## config.mk

```make
export PLATFORM = sky130hd
export DESIGN_NAME = vga_sync_receiver
export DESIGN_NICKNAME = d
export VERILOG_FILES = /design/src/rtl/vga_sync_receiver.sv
export SDC_FILE = /design/constraint.sdc
export NUM_CORES = 1
export LEC_CHECK = 0
export CAP_MARGIN = 10
export CORE_ASPECT_RATIO = 1.5
export CORE_UTILIZATION = 55
export CTS_BUF_LIST = sky130_fd_sc_hd__clkbuf_2
export CTS_CLUSTER_SIZE = 25
export DETAILED_ROUTE_END_ITERATION = 8
export PLACE_DENSITY = 0.76
export SLEW_MARGIN = 20
export SYNTH_ARGS = -nofsm -noshare
export SYNTH_HDL_FRONTEND = slang
export SYNTH_SLANG_ARGS = --single-unit
```

## constraint.sdc

```tcl
create_clock -name clk -period 6.5 [get_ports clk]
set_input_delay 0.65 -clock clk [delete_from_list [all_inputs] [get_ports clk]]
set_output_delay 0.65 -clock clk [all_outputs]
set_load 0.03 [all_outputs]
```

## src/rtl/vga_sync_receiver.sv

```systemverilog
// VGA sync receiver: recovers pixel coordinates, line/frame totals and a lock
// indication from the HSync/VSync/RGB pins. Two stages: stage 1 samples the
// pins, stage 2 holds counters and outputs (pixel in at t, out at t+2).
module vga_sync_receiver #(
    parameter int H_TOTAL     = 800,
    parameter int V_TOTAL     = 525,
    parameter int H_ACT_START = 144,
    parameter int H_ACT_END   = 783,
    parameter int V_ACT_START = 36,
    parameter int V_ACT_END   = 515,
    parameter int LOCK_FRAMES = 2
) (
    input  logic        clk,
    input  logic        rst_n,
    input  logic        hsync,
    input  logic        vsync,
    input  logic [3:0]  red,
    input  logic [3:0]  green,
    input  logic [3:0]  blue,
    output logic        pix_valid,
    output logic [9:0]  pix_x,
    output logic [9:0]  pix_y,
    output logic [11:0] pix_rgb,
    output logic        locked,
    output logic [9:0]  h_total,
    output logic [9:0]  v_total,
    output logic        sync_err
);

    localparam logic [9:0] HT  = 10'(H_TOTAL);
    localparam logic [9:0] VT  = 10'(V_TOTAL);
    localparam logic [9:0] HAS = 10'(H_ACT_START);
    localparam logic [9:0] HAE = 10'(H_ACT_END);
    localparam logic [9:0] VAS = 10'(V_ACT_START);
    localparam logic [9:0] VAE = 10'(V_ACT_END);
    localparam logic [3:0] LF  = 4'(LOCK_FRAMES);
    localparam logic [9:0] CNT_MAX = 10'h3FF;

    typedef enum logic [1:0] {SEARCH, TRACK, LOCKED} state_t;

    state_t      state, state_nxt;
    logic [3:0]  good, good_nxt;
    logic        viol_seen, viol_seen_nxt;

    // stage 1
    logic        hs_s1, vs_s1, hs_prev;
    logic [11:0] rgb_s1;

    // stage 2 counters and bookkeeping
    logic [9:0]  hcnt, vcnt, hcnt_nxt, vcnt_nxt;
    logic        vs_last;     // vsync level seen at the previous hsync edge
    logic        h_full;      // a line start has been seen, next edge measures a whole line
    logic        v_full;      // a frame start has been seen, next one measures a whole frame

    logic        h_edge, f_start, h_err, v_err, h_loss, viol, act_nxt;
    logic [9:0]  h_meas, v_meas;

    // Stage 1: pin sampling and previous-hsync history for edge detection
    always_ff @(posedge clk or negedge rst_n) begin
        if (!rst_n) begin
            hs_s1   <= 1'b0;
            vs_s1   <= 1'b0;
            hs_prev <= 1'b0;
            rgb_s1  <= '0;
        end else begin
            hs_s1   <= hsync;
            vs_s1   <= vsync;
            hs_prev <= hs_s1;
            rgb_s1  <= {red, green, blue};
        end
    end

    // Counter next values, measurements and violation detection
    always_comb begin
        h_edge   = hs_s1 && !hs_prev;
        f_start  = h_edge && vs_s1 && !vs_last;
        h_meas   = hcnt + 10'd1;
        v_meas   = vcnt + 10'd1;
        hcnt_nxt = h_edge ? 10'd0 : ((hcnt == CNT_MAX) ? CNT_MAX : h_meas);
        vcnt_nxt = vcnt;
        if (h_edge)
            vcnt_nxt = f_start ? 10'd0 : ((vcnt == CNT_MAX) ? CNT_MAX : v_meas);
        h_err    = h_edge && h_full && (h_meas != HT);
        v_err    = f_start && v_full && (v_meas != VT);
        // an edge on the cycle the counter would saturate is a normal line start
        h_loss   = !h_edge && (hcnt == CNT_MAX - 10'd1);
        viol     = h_err || v_err || h_loss;
    end

    // Lock FSM: next state, good-frame counter and violation memory
    always_comb begin
        state_nxt     = state;
        good_nxt      = good;
        viol_seen_nxt = f_start ? 1'b0 : (viol_seen || viol);
        case (state)
            SEARCH: begin
                if (f_start) begin
                    state_nxt = TRACK;
                    good_nxt  = '0;
                end
            end
            TRACK: begin
                if (h_loss) begin
                    state_nxt = SEARCH;
                    good_nxt  = '0;
                end else if (f_start && !viol && !viol_seen) begin
                    good_nxt = good + 4'd1;
                    if (good + 4'd1 == LF) state_nxt = LOCKED;
                end else if (viol) begin
                    good_nxt = '0;
                end
            end
            LOCKED: begin
                if (h_loss) begin
                    state_nxt = SEARCH;
                    good_nxt  = '0;
                end else if (viol) begin
                    state_nxt = TRACK;
                    good_nxt  = '0;
                end
            end
            default: begin
                state_nxt = SEARCH;
                good_nxt  = '0;
            end
        endcase
        act_nxt = (state_nxt == LOCKED) &&
                  (hcnt_nxt >= HAS) && (hcnt_nxt <= HAE) &&
                  (vcnt_nxt >= VAS) && (vcnt_nxt <= VAE);
    end

    // FSM state register
    always_ff @(posedge clk or negedge rst_n) begin
        if (!rst_n) begin
            state     <= SEARCH;
            good      <= '0;
            viol_seen <= 1'b0;
        end else begin
            state     <= state_nxt;
            good      <= good_nxt;
            viol_seen <= viol_seen_nxt;
        end
    end

    // Stage 2: counters, measurements and pixel outputs
    always_ff @(posedge clk or negedge rst_n) begin
        if (!rst_n) begin
            hcnt      <= '0;
            vcnt      <= '0;
            vs_last   <= 1'b0;
            h_full    <= 1'b0;
            v_full    <= 1'b0;
            h_total   <= '0;
            v_total   <= '0;
            sync_err  <= 1'b0;
            locked    <= 1'b0;
            pix_valid <= 1'b0;
            pix_x     <= '0;
            pix_y     <= '0;
            pix_rgb   <= '0;
        end else begin
            hcnt     <= hcnt_nxt;
            vcnt     <= vcnt_nxt;
            sync_err <= viol;
            locked   <= (state_nxt == LOCKED);
            if (h_edge) vs_last <= vs_s1;
            if (h_edge && h_full) h_total <= h_meas;
            if (f_start && v_full) v_total <= v_meas;
            // partial lines/frames after loss are not measured
            if (h_loss) begin
                h_full <= 1'b0;
                v_full <= 1'b0;
            end else begin
                if (h_edge)  h_full <= 1'b1;
                if (f_start) v_full <= 1'b1;
            end
            pix_valid <= act_nxt;
            if (act_nxt) begin
                pix_x   <= hcnt_nxt - HAS;
                pix_y   <= vcnt_nxt - VAS;
                pix_rgb <= rgb_s1;
            end
        end
    end

endmodule

```

==> run_results.csv <==
group,metric,value,unit
floorplan,rows,43,
drt,antenna_left,0,
layout,final_cell_mix,"dfrtp_1, clkdlybuf4s50_1, nor2_1, nand2_1, o21ai_0",
min_path,hp-class,"reg -> reg",
run,cap_violations,0,
layout,insertedDiodeCount,0,
global_route,grt_pass1_wl,18.40,mm
worst_setup_path,setup.worst_path.start_class,"flop",
cts,cts_resized,0,
cts,cts_buffers,9,
power_and_ir_drop,powerDensity,236.9,mW/mm^2
layout,layout.nets,562,
logic_synthesis,synth_seq_cells,100,
timing,finalSetupTns,0,ns
logic_synthesis,avgSynthCellArea,11.06,um^2
logic_synthesis,synth-async-reset-ratio,100.0,%
layout,area_growth,14.41,%
timing,rsz0062_at_grt,"false",
logic_synthesis,ys_types,67,
logic_synthesis,yosysTopAreaCell,"dfrtp_1",
timing,worstMarginPinSlew,0.7964,ns
worst_setup_path,critPathMaxFanout,33,
status,status,"finished, final reports clean",
cts,clkSinkCount,100,
global_route,grt_pass1_vias,3742,
drt,firstDrtPassIters,6,
placed_design,portBuffers,70,
cts,hold_buffers,1,
logic_synthesis,syn_area,0.005200,mm^2
placed_design,post-dp-hpwl,7.941,mm
power_and_ir_drop,p_clk_share,20.2,%
global_route,grt_use_total,24.82,%
layout,post-route-util,64.67,%
cts,clk_path_buf_depth,2,
cts,cts_tree,"yes",
drt,num_vias,3801,
logic_synthesis,synthTopCellsByArea,"dfrtp_1, mux2_4, ha_1, o21ai_0, a21oi_1",
timing,fin_crit,4.036,ns
global_route,grt_max_degree,64,
layout,regArea,0.002502,mm^2
worst_setup_path,cp-end-kind,"flop",
logic_synthesis,synth-edff-count,0,
timing,fin_crit_sh,62.09,%
drt,drt-total-wl,11.04,mm
logic_synthesis,synth_warnings,0,
cts,cts_root_buffer,"clkbuf_2",
drt,viasPerCell,5.893,
layout,fillCellCount,750,
layout,design_area,0.005949,mm^2
timing,hold_viol,0,
drt,drc,0,
timing,max_slew_margin,46.32,%
global_route,grt.overflow.total,0,
floorplan,start_util,56.52,%
power_and_ir_drop,switching_share,35.02,%
timing,setup_viol_count_final,0,
logic_synthesis,synth_nets,502,
layout,drive_above_1_share,12.20,%
global_route,antenna_found_initial,0,
timing,skew,0.01546,ns
floorplan,die_h,121.1,um
placed_design,gp_congestion,0.8930,
logic_synthesis,synthFlopType,"dfrtp_1",
power_and_ir_drop,pwr-share-seq,52.3,%
cts,cts_setup_buffers,0,
cts,clock_latency,0.58,ns
power_and_ir_drop,p_switching,493.7,uW
cts,cts.clk_slew.worst_paths,0.24,ns
power_and_ir_drop,leakagePower,2.603,nW
drt,drtIter0Drc,374,
worst_setup_path,arrival,4.53,ns
layout,final_common_cell,"dfrtp_1",
drt,wire_per_inst,17.11,um
timing,drv_slew,0,
power_and_ir_drop,combPwrFrac,27.5,%
power_and_ir_drop,ir_worst_vdd,0.1583,mV
logic_synthesis,yosysSeqAreaShare,48.12,%
worst_setup_path,crit_type,"reg -> reg",
floorplan,dieWidth,81.39,um
power_and_ir_drop,p_int,915.9,uW
logic_synthesis,synth.top_cell.area_share,48.12,%
floorplan,design.core.area,0.009200,mm^2
floorplan,die_area,0.009855,mm^2
floorplan,pin_count,71,
layout,multi_input_area,0.002412,mm^2
worst_setup_path,cp.required,6.99,ns
placed_design,place_area,0.005839,mm^2
timing,fmax,247.8,MHz
cts,cts_max_level,3,
logic_synthesis,syn_inst,470,
sequential cells by signal, summed over array words and instances, names as in the netlist, 10 cells and up:
name and cells:
h_total 10, hcnt 10, pix_rgb 12, pix_x 10, pix_y 10, rgb_s1 12
v_total 10, vcnt 10
power groups by stage:
| stage | Sequential, mW | Clock, mW | Combinational, mW |
|---|---|---|---|
| 5_1_grt | 0.749 | 0.316 | 0.422 |
| 3_3_place_gp | 0.745 | 0 | 0.378 |
| 6_report | 0.737 | 0.285 | 0.387 |
| 4_1_cts | 0.737 | 0.292 | 0.387 |
| 3_5_place_dp | 0.749 | 0 | 0.385 |
| 2_1_floorplan | 0.786 | 0 | 0.209 |
logic make-up after synthesis:
family / synth area share [%]
buffers and inverters: 5.486
DFF: 48.12
and+or+nand+nor: 15.59
AOI/OAI and AO/OA: 12.73
muxes: 9.841
adders and majority gates: 3.850
xor gates and xnor gates: 4.379
metal layers:
metal	vias to the layer above	track usage (%)	part of all wire (%)
met3	27	3.233	4.0
met5	-	0	0
met1	1851	32.42	44
li1	1802	-	-
met4	0	13.28	3.2
met2	121	39.43	49
cell type report:
| type | instances | share of cell area [%] |
|---|---|---|
| flip-flops and latches | 100 | 42.06 |
| clock inverters | 5 | 0.9253 |
| inverters | 19 | 1.199 |
| clock buffers | 9 | 0.7571 |
| well taps | 112 | 2.355 |
| multi-input cells | 327 | 40.55 |
| repair buffers | 73 | 12.16 |
through the flow:
step	std cells	power, mW	setup slack (ns)	hold WS [ns]
4_1_cts	645	1.417	2.512	0.4213
3_5_place_dp	630	1.133	2.545	0.4209
5_1_grt	645	1.486	2.212	0.4317
3_3_place_gp	630	1.123	2.586	0.4142
2_1_floorplan	470	0.9949	3.452	0.3544
6_report	645	1.410	2.464	0.4614
worst max-delay path: stages (launching register included):
cell and delay [ns]:
dfrtp_1 0.64, and4_1 0.49, nand3_1 0.23, and4_1 0.27, nor3_1 0.28, inv_1 0.13
ha_1 0.25, o311ai_0 0.13, a21oi_2 0.10, o22ai_1 0.28, and4bb_2 0.28, buf_4 0.48
mux2_2 0.40
final timing paths:
path	endpoint	cells after the start	start	slack [ns]
max in group asynchronous	pix_y[3]	3	rst_n	4.82
max reg2reg	pix_rgb[2]	12	vcnt[3]	2.46
min in group asynchronous	hcnt[2]	2	rst_n	0.52
min reg2reg	hs_prev	0	hs_s1	0.46
min	hs_prev	0	hs_s1	0.46
max	pix_rgb[2]	12	vcnt[3]	2.46
synth_stat cells, types with 4 or more instances:
| cell | n |
|---|---|
| mux2_4 | 27 |
| nand4_1 | 5 |
| xnor2_1 | 14 |
| clkbuf_1 | 8 |
| nor3_1 | 7 |
| mux2i_1 | 5 |
| a31oi_1 | 9 |
| inv_1 | 19 |
| ha_1 | 16 |
| nor2_1 | 33 |
| o21ai_0 | 28 |
| nand2b_1 | 7 |
| a21oi_1 | 27 |
| mux2_2 | 5 |
| xor2_1 | 12 |
| dfrtp_1 | 100 |
| nand2_1 | 32 |
| buf_6 | 4 |
| nand3_1 | 16 |
| nor4_1 | 4 |
| and3_1 | 9 |
| clkbuf_8 | 4 |
| or3_1 | 6 |
| and4_1 | 5 |
(Power assumes the default switching activity.)
